<file path="config.mk">
export PLATFORM = sky130hd
export DESIGN_NAME = time_cnt_mc
export DESIGN_NICKNAME = d
export VERILOG_FILES = /design/src/rtl/time_cnt_mc.sv
export SDC_FILE = /design/constraint.sdc
export NUM_CORES = 1
export LEC_CHECK = 0
export CAP_MARGIN = 20
export CORE_UTILIZATION = 60
export CTS_CLUSTER_DIAMETER = 200
export DETAILED_ROUTE_END_ITERATION = 10
export GPL_TIMING_DRIVEN = 0
export PLACE_DENSITY_LB_ADDON = 0.1
export SLEW_MARGIN = 10
export SYNTH_ARGS = -nofsm -noshare
export SYNTH_HDL_FRONTEND = slang
export SYNTH_SLANG_ARGS = --single-unit
</file>
<file path="constraint.sdc">
create_clock -name aclk -period 14.5 [get_ports aclk]
set_input_delay 3.625 -clock aclk [delete_from_list [all_inputs] [get_ports aclk]]
set_output_delay 3.625 -clock aclk [all_outputs]
set_load 0.05 [all_outputs]
</file>
<file path="src/rtl/time_cnt_mc.sv">
// Multi-channel countdown timer bank: per-channel reload, one-shot or periodic
// expiry, kick/stop control, sticky expiry flags and registered count readback.
module time_cnt_mc #(
  parameter int          NUM_CH          = 4,
  parameter int          CNT_W           = 32,
  parameter logic [31:0] DEFAULT_TIMEOUT = 32'h7735_9400,
  parameter int          CH_IDX_W        = 2
) (
  input  logic                aclk,
  input  logic                areset,
  input  logic [NUM_CH-1:0]   start,
  input  logic [NUM_CH-1:0]   stop,
  input  logic [NUM_CH-1:0]   periodic,
  input  logic [NUM_CH-1:0]   clr_expired,
  input  logic                cfg_we,
  input  logic [CH_IDX_W-1:0] cfg_ch,
  input  logic [CNT_W-1:0]    cfg_value,
  input  logic [CH_IDX_W-1:0] rd_ch,
  output logic [NUM_CH-1:0]   time_out,
  output logic [NUM_CH-1:0]   expired,
  output logic [NUM_CH-1:0]   busy,
  output logic                any_expired,
  output logic [CNT_W-1:0]    rd_cnt
);

  typedef enum logic [1:0] {
    ST_IDLE = 2'd0,
    ST_RUN  = 2'd1,
    ST_EXPD = 2'd2
  } state_t;

  localparam logic [CNT_W-1:0] DEF_RELOAD = CNT_W'(DEFAULT_TIMEOUT);
  localparam logic [CNT_W-1:0] CNT_ZERO   = {CNT_W{1'b0}};
  localparam logic [CNT_W-1:0] CNT_ONE    = CNT_W'(1);

  state_t              state_r     [NUM_CH];
  state_t              state_nxt_s [NUM_CH];
  logic [CNT_W-1:0]    cnt_r       [NUM_CH];
  logic [CNT_W-1:0]    cnt_nxt_s   [NUM_CH];
  logic [CNT_W-1:0]    reload_r    [NUM_CH];
  logic [NUM_CH-1:0]   exp_nxt_s;
  logic [NUM_CH-1:0]   tout_nxt_s;
  logic [NUM_CH-1:0]   busy_nxt_s;
  logic [NUM_CH-1:0]   time_out_r;
  logic [NUM_CH-1:0]   expired_r;
  logic [NUM_CH-1:0]   busy_r;
  logic                any_expired_r;
  logic [CNT_W-1:0]    rd_cnt_r;
  logic [CNT_W-1:0]    rd_sel_s;

  // A zero reload is promoted to one so a channel can never stall in RUN.
  function automatic logic [CNT_W-1:0] eff(input logic [CNT_W-1:0] x);
    logic [CNT_W-1:0] r;
    if (x != CNT_ZERO) begin
      r = x;
    end else begin
      r = CNT_ONE;
    end
    return r;
  endfunction

  // Per-channel next state; priority is stop, then start, then countdown.
  always_comb begin
    for (int i = 0; i < NUM_CH; i++) begin
      state_nxt_s[i] = state_r[i];
      cnt_nxt_s[i]   = cnt_r[i];
      tout_nxt_s[i]  = 1'b0;
      exp_nxt_s[i]   = expired_r[i] & ~clr_expired[i];
      if (stop[i]) begin
        state_nxt_s[i] = ST_IDLE;
        cnt_nxt_s[i]   = CNT_ZERO;
      end else if (start[i]) begin
        state_nxt_s[i] = ST_RUN;
        cnt_nxt_s[i]   = eff(reload_r[i]);
        exp_nxt_s[i]   = 1'b0;
      end else begin
        case (state_r[i])
          ST_RUN: begin
            if (cnt_r[i] == CNT_ONE) begin
              tout_nxt_s[i] = 1'b1;
              exp_nxt_s[i]  = 1'b1;
              if (periodic[i]) begin
                cnt_nxt_s[i] = eff(reload_r[i]);
              end else begin
                state_nxt_s[i] = ST_EXPD;
                cnt_nxt_s[i]   = CNT_ZERO;
              end
            end else if (cnt_r[i] != CNT_ZERO) begin
              cnt_nxt_s[i] = cnt_r[i] - CNT_ONE;
            end else begin
              cnt_nxt_s[i] = CNT_ZERO;
            end
          end
          ST_IDLE: begin
            cnt_nxt_s[i] = CNT_ZERO;
          end
          ST_EXPD: begin
            cnt_nxt_s[i] = CNT_ZERO;
          end
          default: begin
            state_nxt_s[i] = ST_IDLE;
            cnt_nxt_s[i]   = CNT_ZERO;
          end
        endcase
      end
      busy_nxt_s[i] = (state_nxt_s[i] == ST_RUN);
    end
  end

  // Readback mux; indices beyond the last channel read as zero.
  always_comb begin
    rd_sel_s = CNT_ZERO;
    for (int i = 0; i < NUM_CH; i++) begin
      if (rd_ch == CH_IDX_W'(i)) begin
        rd_sel_s = cnt_r[i];
      end else begin
        rd_sel_s = rd_sel_s;
      end
    end
  end

  // Channel state, reload registers and all registered outputs.
  always_ff @(posedge aclk or posedge areset) begin
    if (areset) begin
      for (int i = 0; i < NUM_CH; i++) begin
        state_r[i]  <= ST_IDLE;
        cnt_r[i]    <= CNT_ZERO;
        reload_r[i] <= DEF_RELOAD;
      end
      time_out_r    <= {NUM_CH{1'b0}};
      expired_r     <= {NUM_CH{1'b0}};
      busy_r        <= {NUM_CH{1'b0}};
      any_expired_r <= 1'b0;
      rd_cnt_r      <= CNT_ZERO;
    end else begin
      for (int i = 0; i < NUM_CH; i++) begin
        state_r[i] <= state_nxt_s[i];
        cnt_r[i]   <= cnt_nxt_s[i];
        if (cfg_we && (cfg_ch == CH_IDX_W'(i))) begin
          reload_r[i] <= cfg_value;
        end
      end
      time_out_r    <= tout_nxt_s;
      expired_r     <= exp_nxt_s;
      busy_r        <= busy_nxt_s;
      any_expired_r <= |expired_r;
      rd_cnt_r      <= rd_sel_s;
    end
  end

  assign time_out    = time_out_r;
  assign expired     = expired_r;
  assign busy        = busy_r;
  assign any_expired = any_expired_r;
  assign rd_cnt      = rd_cnt_r;

endmodule

</file>
==> flow_metrics.py <==
metrics = {
    "status": {
        "status": "finished, final reports clean",
    },
    "final_layout": {
        "final_cells": 1848,
        "diodes": 0,
        "drive_gt1_share_pct": 20.6,
        "design_area_um2": 17900,
        "synthToLayoutAreaGrowth_pct": 17.2,
        "nets": 1561,
        "fillers": 1744,
        "final_core_util_pct": 72.6,
    },
    "clock_network": {
        "clkTransAtPathRegs_ns": 0.06,
        "cts_max_level": 2,
        "ctsLongestPathBuffers": 3,
        "cts-root-buf": "clkbuf_16",
        "cts_sinks": 309,
        "holdBufCountCts": 0,
        "cts_tree": "done",
        "post_cts_buffers": 0,
        "cts_buffers": 35,
        "post_cts_resized": 0,
        "clk_latency_ns": 0.51,
    },
    "timing": {
        "worst_slew_pin_slew_ns": 1.05,
        "grt_setup_unrepaired": "no",
        "max_freq_ghz": 0.184,
        "finalHoldViolCount": 0,
        "setup_viol": 0,
        "final_max_slew_viol_count": 0,
        "fin_setup_tns_ns": 0,
        "fin_skew_ns": 0.0114,
        "post-route-min-period_ns": 5.43,
        "relSlewSlack_pct": 29.1,
        "worst_slack_ns": 9.07,
        "timing.final.crit_share_pct": 37.4,
    },
    "worst_setup_path": {
        "crit_start": "cfg_we",
        "max_stage_delay_ns": 0.67,
        "crit_chain": "clkdlybuf4s50_1 > nor3b_1 > clkbuf_1 > mux2_2",
        "crit_buf_inv": 2,
        "critPathCapture": "reload_r[110]",
        "worst_setup_path_end_kind": "flip-flop",
        "crit_family": "buffers and inverters",
        "crit_required_ns": 14.89,
        "crit_arrival_ns": 5.82,
        "criticalPathCategory": "input port to flip-flop",
        "cpMaxStageDelayCell": "nor3b_1",
        "reg2reg_depth": 7,
        "r2r-end": "cnt_r[81]",
        "critical_path_cell_count": 4,
        "cp_max_fo": 10,
        "start_kind": "input port",
        "r2r-start": "cnt_r[78]",
        "ff2ff_setup_slack_ns": 11.16,
    },
    "placed_design": {
        "dp_slack_ns": 8.56,
        "gp_congestion": 0.948,
        "port_buffers": 94,
        "placed_area_um2": 16700,
        "placed_cells": 1785,
        "post-dp-hpwl_um": 34400,
    },
    "synthesis": {
        "synth-edff-count": 0,
        "async_reset_ff_share_pct": 100,
        "ys_types": 68,
        "synth_area_um2": 15200,
        "synth_top_area_share_pct": 42.2,
        "synthTopCellsByArea": "dfrtp_1 42%, mux2_2 9.5%, dfstp_2 9.0%",
        "synth_area_leader_cell": "dfrtp_1",
        "synth_seq_cells": 309,
        "ys.flop_type": "dfrtp_1",
        "syn-mean-instance-area_um2": 11.2,
        "syn-num-nets": 1426,
        "syn_inst": 1363,
        "yosysWarnings": 0,
        "seq_area_frac_synth_pct": 51.1,
    },
    "floorplan": {
        "fp.dieH_um": 161,
        "io_pins": 100,
        "core_um2": 24600,
        "die_area_um2": 26100,
        "start_util_pct": 62.0,
        "rows": 57,
        "die_x_um": 161,
    },
    "power": {
        "power.density_nw_per_um2": 153,
        "ir_drop_uv": 116,
        "p_leak_nw": 7.67,
    },
    "grt": {
        "grt_max_degree": 116,
        "grt_usage_pct": 36.3,
        "grt_pass1_vias": 12116,
        "grt_antenna_before_repair": 0,
        "grt_pass1_wl_um": 70500,
        "overflow": 0,
    },
    "min_path": {
        "hold_path_class": "flip-flop to flip-flop",
    },
    "routing": {
        "drt-total-wl_um": 45900,
        "post-route-drc-count": 0,
        "viasPerCell": 6.58,
        "postRouteAntennaNets": 0,
        "drtIter0Drc": 1427,
        "vias": 12157,
        "avgRoutedWirePerCell_um": 24.9,
        "firstDrtPassIters": 6,
    },
    "flow_run": {
        "cap_violations": 0,
    },
}
## per-stage QoR
step | power (mW) | hold slack, ns
CTS | 2.72 | 0.519
global placement | 1.78 | 0.498
detailed placement | 1.80 | 0.506
finish | 2.73 | 0.513
global route | 2.84 | 0.540
floorplan | 1.58 | 0.474
## logic make-up after synthesis
logic type,count (synthesis),share of synthesized area (%)
AND/OR/NAND/NOR,495,16.9
adder cells (fa/ha/maj),8,0.657
multiplexers,165,14.5
AO/OA/AOI/OAI,199,9.09
buffers and inverters,104,2.94
flip-flops,309,51.1
XOR/XNOR,83,4.77
## metal layers
layer / share of wire, % / global-route usage [%] / up-vias
li1: - / - / 5348
met2: 48 / 58.5 / 606
met5: 0 / 0 / -
met4: 3.2 / 12.7 / 0
met1: 41 / 49.9 / 6086
met3: 8.4 / 6.11 / 117
## cell type report
type / count / area (µm²) / share of cell area [%]
flip-flops and latches: 309 / 7800 / 43.7
multi-input cells: 950 / 7000 / 39.2
repair buffers: 98 / 1010 / 5.63
clock buffers: 48 / 1020 / 5.69
inverters: 31 / 124 / 0.693
well taps: 324 / 405 / 2.27
plain buffers: 73 / 332 / 1.86
clock inverters: 15 / 179 / 1.00
## where the power goes
group	internal (mW)	switching (mW)	total (mW)
registers	1.00	0.136	1.14
clock network	0.563	0.353	0.916
logic	0.278	0.396	0.674
## worst min path at each step
stage / depth (start not counted) / slack [ns] / from / endpoint
after global placement: 1 / 0.50 / reload_r[115] / cnt_r[115]
after CTS: 2 / 0.52 / reload_r[106] / cnt_r[106]
after detailed placement: 2 / 0.51 / reload_r[106] / cnt_r[106]
after floorplan: 1 / 0.47 / reload_r[118] / cnt_r[118]
final: 2 / 0.51 / reload_r[106] / cnt_r[106]
after global routing: 2 / 0.54 / reload_r[106] / cnt_r[106]
## state kept, by name, indices dropped and copies added (netlist names)
register / count
cnt_r: 128
rd_cnt: 32
time_out: 4
reload_r: 128
busy: 4
any_expired: 1
state_r: 8
expired: 4
## tightest hold or removal path: cells and delay by family, from the launching register on
kind	cells	cell delay (ns)
compound gates	1	0.05
flops	1	0.38
simple gates	1	0.05
## cell usage after synthesis, drive strengths merged (28+ instances only)
cell type    n
a21oi       51
clkbuf      45
nor3        62
dfrtp      257
inv         31
xor2        54
xnor2       29
nand3       42
mux2       129
mux4        32
dfstp       52
nand2       70
a22oi       55
buf         28
nor2       136
nor4        75
## cells in the final DEF, fill, tap and decap left out, drive strengths merged, types with 9 or more instances in the layout
master	count
mux2	129
a22oi	55
nor4	75
or3	26
nand4	17
mux4	32
xor2	54
dfstp	52
o21ai	19
inv	31
or4	22
clkbuf	93
a211oi	14
nor3	62
nor2	136
dfrtp	257
clkinv	11
buf	32
o31ai	9
nand3	42
nand2	70
nand2b	10
a21oi	51
clkdlybuf4s50	94
xnor2	29
(Power assumes the default switching activity.)
